==> src/rtl/periph_bridge_pkg.sv <==
// Shared types and constants for the peripheral bridge.
//   mem_store_type_t : store width requested by the core (none = load)
//   periph_state_t   : bridge FSM states
//   PERIPH_ERR_DATA  : load data returned on an unmapped access or timeout
//   idx_width()      : width of a slave index for a given slave count
package periph_bridge_pkg;

    typedef enum logic [2:0] {
        StoreNone,
        StoreByte,
        StoreHalf,
        StoreWord,
        StoreDouble
    } mem_store_type_t;

    typedef enum logic [1:0] {
        StIdle,
        StSetup,
        StAccess,
        StResp
    } periph_state_t;

    localparam logic [63:0] PERIPH_ERR_DATA = 64'hDEAD_BEEF_DEAD_BEEF;

    function automatic int unsigned idx_width(input int unsigned n);
        return (n > 1) ? $clog2(n) : 1;
    endfunction

endpackage

==> src/rtl/periph_decode.sv <==
// Combinational request decode for the peripheral bridge.
//   i_addr       : byte address from the core
//   i_store_type : store width (none = load)
//   o_mapped     : address lies inside one of the slave windows
//   o_idx        : slave index
//   o_offset     : byte offset within the slave window
//   o_wstrb      : byte-lane strobes (0 for loads)
//   o_write      : request is a store
module periph_decode
    import periph_bridge_pkg::*;
#(
    parameter logic [63:0] PERIPHERAL_BASE = 64'h2000_0000,
    parameter int unsigned NUM_SLAVES      = 4,
    parameter int unsigned SLAVE_SPAN_LOG2 = 12,
    parameter int unsigned IDX_W           = 2
) (
    input  logic [63:0]                i_addr,
    input  mem_store_type_t            i_store_type,
    output logic                       o_mapped,
    output logic [IDX_W-1:0]           o_idx,
    output logic [SLAVE_SPAN_LOG2-1:0] o_offset,
    output logic [7:0]                 o_wstrb,
    output logic                       o_write
);

    // End of the window computed in 65 bits so a window near the top of the
    // address space cannot wrap and alias low addresses.
    localparam logic [64:0] WinEnd = {1'b0, PERIPHERAL_BASE} +
                                     (65'(NUM_SLAVES) << SLAVE_SPAN_LOG2);

    logic [63:0] w_rel;

    assign w_rel    = i_addr - PERIPHERAL_BASE;
    assign o_mapped = (i_addr >= PERIPHERAL_BASE) && ({1'b0, i_addr} < WinEnd);
    assign o_idx    = IDX_W'(w_rel >> SLAVE_SPAN_LOG2);
    assign o_offset = w_rel[SLAVE_SPAN_LOG2-1:0];
    assign o_write  = (i_store_type != StoreNone);

    // Low address bits below the access size are dropped, not faulted.
    always_comb begin
        o_wstrb = 8'h00;
        case (i_store_type)
            StoreByte:   o_wstrb = 8'b1 << i_addr[2:0];
            StoreHalf:   o_wstrb = 8'b11 << {i_addr[2:1], 1'b0};
            StoreWord:   o_wstrb = 8'hF << {i_addr[2], 2'b0};
            StoreDouble: o_wstrb = 8'hFF;
            default:     o_wstrb = 8'h00;
        endcase
    end

endmodule

==> src/rtl/periph_bridge.sv <==
// Bridges the core's single-outstanding peripheral port to NUM_SLAVES
// APB-style slaves (setup/access phases) with a per-access timeout.
//   clock, reset             : clock, async active-low reset
//   d_addr/d_wdata/...       : core request (held until d_ready)
//   d_rdata, d_ready         : one-cycle completion pulse and load data
//   p_sel/p_enable/p_write   : slave select, access phase, write flag
//   p_addr/p_wdata/p_wstrb   : window offset, store data, byte lanes
//   p_rdata, p_ready         : per-slave read data (64 bits each) and done
//   bus_error, err_addr      : error pulse and sticky faulting address
module periph_bridge
    import periph_bridge_pkg::*;
#(
    parameter logic [63:0] PERIPHERAL_BASE = 64'h2000_0000,
    parameter int unsigned NUM_SLAVES      = 4,
    parameter int unsigned SLAVE_SPAN_LOG2 = 12,
    parameter int unsigned TIMEOUT         = 255
) (
    input  logic                       clock,
    input  logic                       reset,
    input  logic [63:0]                d_addr,
    input  logic [63:0]                d_wdata,
    input  mem_store_type_t            d_store_type,
    input  logic                       d_valid,
    output logic [63:0]                d_rdata,
    output logic                       d_ready,
    output logic [NUM_SLAVES-1:0]      p_sel,
    output logic                       p_enable,
    output logic                       p_write,
    output logic [SLAVE_SPAN_LOG2-1:0] p_addr,
    output logic [63:0]                p_wdata,
    output logic [7:0]                 p_wstrb,
    input  logic [NUM_SLAVES*64-1:0]   p_rdata,
    input  logic [NUM_SLAVES-1:0]      p_ready,
    output logic                       bus_error,
    output logic [63:0]                err_addr
);

    localparam int unsigned IdxW = idx_width(NUM_SLAVES);

    periph_state_t              r_state, w_state_next;
    logic [63:0]                r_addr, r_wdata, r_rdata, r_err_addr;
    logic [7:0]                 r_wstrb;
    logic                       r_write, r_err;
    logic [IdxW-1:0]            r_idx;
    logic [SLAVE_SPAN_LOG2-1:0] r_offset;
    logic [15:0]                r_cnt;

    logic                       w_mapped, w_write, w_slave_ready, w_timeout, w_active;
    logic [IdxW-1:0]            w_idx;
    logic [SLAVE_SPAN_LOG2-1:0] w_offset;
    logic [7:0]                 w_wstrb;
    logic [63:0]                w_slave_rdata;
    logic [16:0]                w_cnt_inc;

    periph_decode #(
        .PERIPHERAL_BASE (PERIPHERAL_BASE),
        .NUM_SLAVES      (NUM_SLAVES),
        .SLAVE_SPAN_LOG2 (SLAVE_SPAN_LOG2),
        .IDX_W           (IdxW)
    ) u_decode (
        .i_addr       (d_addr),
        .i_store_type (d_store_type),
        .o_mapped     (w_mapped),
        .o_idx        (w_idx),
        .o_offset     (w_offset),
        .o_wstrb      (w_wstrb),
        .o_write      (w_write)
    );

    assign w_slave_ready = p_ready[r_idx];
    assign w_slave_rdata = p_rdata[{r_idx, 6'd0} +: 64];
    assign w_cnt_inc     = {1'b0, r_cnt} + 17'd1;
    assign w_timeout     = (w_cnt_inc == 17'(TIMEOUT));

    always_comb begin
        w_state_next = r_state;
        case (r_state)
            StIdle:   if (d_valid) w_state_next = w_mapped ? StSetup : StResp;
            StSetup:  w_state_next = StAccess;
            // Slave completion takes priority over a coincident timeout.
            StAccess: if (w_slave_ready || w_timeout) w_state_next = StResp;
            StResp:   w_state_next = StIdle;
            default:  w_state_next = StIdle;
        endcase
    end

    always_ff @(posedge clock or negedge reset) begin
        if (!reset) begin
            r_state    <= StIdle;
            r_addr     <= '0;
            r_wdata    <= '0;
            r_rdata    <= '0;
            r_err_addr <= '0;
            r_wstrb    <= '0;
            r_write    <= 1'b0;
            r_err      <= 1'b0;
            r_idx      <= '0;
            r_offset   <= '0;
            r_cnt      <= '0;
        end else begin
            r_state <= w_state_next;
            case (r_state)
                StIdle: begin
                    if (d_valid) begin
                        r_addr   <= d_addr;
                        r_wdata  <= d_wdata;
                        r_wstrb  <= w_wstrb;
                        r_write  <= w_write;
                        r_idx    <= w_idx;
                        r_offset <= w_offset;
                        r_rdata  <= '0;
                        r_err    <= !w_mapped;
                        if (!w_mapped) r_err_addr <= d_addr;
                    end
                end
                StSetup: r_cnt <= '0;
                StAccess: begin
                    r_cnt <= w_cnt_inc[15:0];
                    if (w_slave_ready) begin
                        if (!r_write) r_rdata <= w_slave_rdata;
                    end else if (w_timeout) begin
                        r_err      <= 1'b1;
                        r_err_addr <= r_addr;
                    end
                end
                default: ;
            endcase
        end
    end

    // Bus outputs decode straight from state so reset drops them immediately.
    assign w_active  = (r_state == StSetup) || (r_state == StAccess);
    assign p_sel     = w_active ? (NUM_SLAVES'(1) << r_idx) : '0;
    assign p_enable  = (r_state == StAccess);
    assign p_write   = w_active && r_write;
    assign p_addr    = w_active ? r_offset : '0;
    assign p_wdata   = w_active ? r_wdata : '0;
    assign p_wstrb   = w_active ? r_wstrb : '0;

    assign d_ready   = (r_state == StResp);
    assign bus_error = d_ready && r_err;
    assign d_rdata   = !d_ready ? '0 : (r_err ? PERIPH_ERR_DATA : r_rdata);
    assign err_addr  = r_err_addr;

endmodule

==> config.mk <==
export PLATFORM = sky130hd
export DESIGN_NAME = periph_bridge
export DESIGN_NICKNAME = d
export VERILOG_FILES = /design/src/rtl/periph_bridge_pkg.sv /design/src/rtl/periph_decode.sv /design/src/rtl/periph_bridge.sv
export SDC_FILE = /design/constraint.sdc
export NUM_CORES = 1
export LEC_CHECK = 0
export BUFFER_PORTS_ARGS = -buffer_cell sky130_fd_sc_hd__buf_4
export CAP_MARGIN = 20
export CORE_AREA = 3 3 239 241
export DETAILED_ROUTE_END_ITERATION = 8
export DIE_AREA = 0 0 242 244
export PLACE_DENSITY = 0.64
export SLEW_MARGIN = 20
export SYNTH_ARGS = -nofsm -noshare
export SYNTH_HDL_FRONTEND = slang
export SYNTH_HIERARCHICAL = 1
export SYNTH_SLANG_ARGS = --single-unit
==> constraint.sdc <==
create_clock -name clock -period 3.5 [get_ports clock]
set_clock_uncertainty 0.05 [all_clocks]
set_input_delay 0.875 -clock clock [delete_from_list [all_inputs] [get_ports clock]]
set_output_delay 0.875 -clock clock [all_outputs]
set_load 0.02 [all_outputs]
==> out/results.ini <==
[cts]
htree_levels = 2
cts_setup_buffers = 0
cts.clk_slew.worst_paths_ps = 60
numCtsBuffers = 38
clock_latency_ps = 550
cts_resized = 0
tritoncts = yes
cts_sinks = 298
hold_buffers = 0
cts_root_buffer = clkbuf_16
clk_path_buf_depth = 3

[global_routing]
grt_pass1_wl_mm = 99.0
grt_max_degree = 125
grt_pass1_vias = 15900
grt_overflow = 0
track_usage_pct = 21.4
antenna_found_initial = 4

[drt]
drc = 0
vias = 15600
routed_wl_mm = 66.2
dr.first_iter.drc_count = 1042
dr.pass1.iters = 5
wl_per_cell_um = 22.6
viasPerCell = 5.32
ant_nets = 0

[cells_and_area]
drive_above_1_share_pct = 44.8
nets = 2552
post-route-cell-area_mm2 = 0.0242
mostFrequentLayoutCell = buf_4
area_growth_syn_to_layout_pct = 38.1
final_cell_mix = 651 x buf_4, 295 x dfrtp_1, 152 x mux2_2

[power]
cellLeakagePower_nw = 11.3
p_total_w = 0.0232
cellPowerDensity_mw_per_mm2 = 958
vdd_drop_max_v = 0.000672

[synthesis]
netlist_area_mm2 = 0.0175
syn_nets = 2000
synth_cells = 1600
ys_seq_area_share_pct = 42.6
synthFlopType = dfrtp_1
synth.avg_cell_area_um2 = 10.9
synth_top_cell_by_area = dfrtp_1
yosys_warnings = 6
async_flop_share_pct = 100
synth-seq-cells = 298
ys_types = 64
yosys-top-cells-area = dfrtp_1 43%, mux2_2 9.8%, mux4_2 8.2%
synth.top_cell.area_share_pct = 42.6
synth-edff-count = 0

[timing]
period_share_pct = 93.5
max_slew_margin_pct = 24.0
drv_slew = 0
setup_viol = 0
worstMarginPinSlew_ps = 1140
rsz0062_at_grt = false
finalHoldViolations = 0
max_freq_mhz = 306
period_needed_ps = 3270

[placed_design]
io_buffers = 613
hpwl_mm = 48.3
gp_congestion = 0.942
placed_cell_area_mm2 = 0.0228

[setup_path]
path_common_cell = buf_4
critPathRequiredTime_ps = 2570
r2r_cells = 8
reg2reg_slack_ps = 240
cp-end-kind = output pin
critPathBufInv = 3
worstReg2RegStart = r_cnt[0]
critical-path-max-stage-delay_ps = 470
cpLargestDelayFamily = buffers and inverters
critPathLaunchType = flip-flop
critical_path.max_fanout = 37
reg2reg_to = err_addr[48]
path_cells = inv_1 -> ha_4 -> buf_4 -> nor3b_1 -> buf_4
worstSetupPathType = reg2out
critical_path.slowest_cell = ha_4
cp.arrival_ps = 2350

[floorplan]
start_util_pct = 31.8
die_h_um = 244
ioPinCount = 614
coreArea_mm2 = 0.0551
die_w_um = 242
die_area_mm2 = 0.0590
num_rows = 86

[flow_run]
maxCapViolCount = 0

[hold_path]
hold_path.class = in2async

[outcome]
status = finished, final reports clean

-- kinds of logic (layout without fill, tap and decap cells) --
logic type / Yosys count / in the layout / share of synthesized area (%)
AOI/OAI and AO/OA: 238 / 238 / 9.35
xor gates and xnor gates: 4 / 4 / 0.200
adders and majority gates: 6 / 6 / 0.429
buffers and inverters: 180 / 761 / 5.83
DFF: 298 / 298 / 42.6
muxes: 351 / 351 / 25.8
other: 0 / 1 / 0
and+or+nand+nor: 523 / 523 / 15.8
-- through the flow --
stage	setup TNS (ps)	cells	worst slack [ps]	utilization [%]	hold WS (ps)
after floorplan	0	1600	345	-	388
after global placement	-212	2860	-27.7	41.4	400
after detailed placement	-906	2860	-81.5	41.4	404
after CTS	0	2929	148	43.9	278
after global routing	0	2929	58.2	43.9	305
final	0	2930	229	43.9	276
-- report_power, final --
group	switching [W]	total (W)	leakage, nW	internal, W
clock	0.00161	0.00418	0.663	0.00256
sequential	0.00105	0.00601	3.63	0.00497
combinational	0.00700	0.0130	7.02	0.00596
-- cell usage after synthesis (all sizes together), types with 20 or more instances --
master	number
mux2i	134
o21ai	20
inv	24
clkbuf	94
and2	102
mux4	65
a21oi	74
buf	43
nand2	144
o21a	50
nand3	140
mux2	152
dfrtp	298
a221oi	64
nand2b	66
-- state kept, by name, indices dropped and copies added, names as in the netlist --
name and flops:
err_addr 64, r_addr 64, r_rdata 64, r_wdata 64, r_cnt 16, r_offset 12
r_wstrb 8, r_idx 2, r_state 2, r_err 1, r_write 1
-- layout make-up --
class                           count  area, µm²
Antenna cell                        1       2.50
Clock buffer                       52       1120
Clock inverter                     17        220
Fill cell                        5244      30900
Inverter                           24       90.1
Multi-Input combinational cell   1122       9110
Sequential cell                   298       7470
Tap cell                          748        936
Timing Repair Buffer              668       5220
-- worst reg2reg max path: stages, from the launching register on --
cell      delay (ps)
dfrtp_1          350
ha_1             280
nand3_2          110
or4_2            710
mux2i_1          150
a2111o_1         390
or4_4            530
buf_12           240
mux2i_1          310
-- per-layer routing --
layer	share of wire (%)	vias up	track usage, %
met4	2.4	6	5.34
met5	0.051	-	0
met2	49	660	35.9
met1	40	7921	27.4
li1	-	6907	-
met3	8.5	101	5.75
-- worst max-delay path by stage --
stage / startpoint / endpoint / slack, ps / cells past startpoint
2_1_floorplan: r_cnt[1] / err_addr[10] / 340 / 9
5_1_grt: r_state[1] / p_sel[0] / 60 / 5
3_5_place_dp: d_addr[62] / err_addr[48] / -80 / 11
3_3_place_gp: d_addr[62] / err_addr[34] / -30 / 11
6_report: r_state[1] / p_sel[0] / 230 / 5
4_1_cts: r_state[1] / p_sel[0] / 150 / 5
No activity file was read; power rests on OpenSTA's default activity.
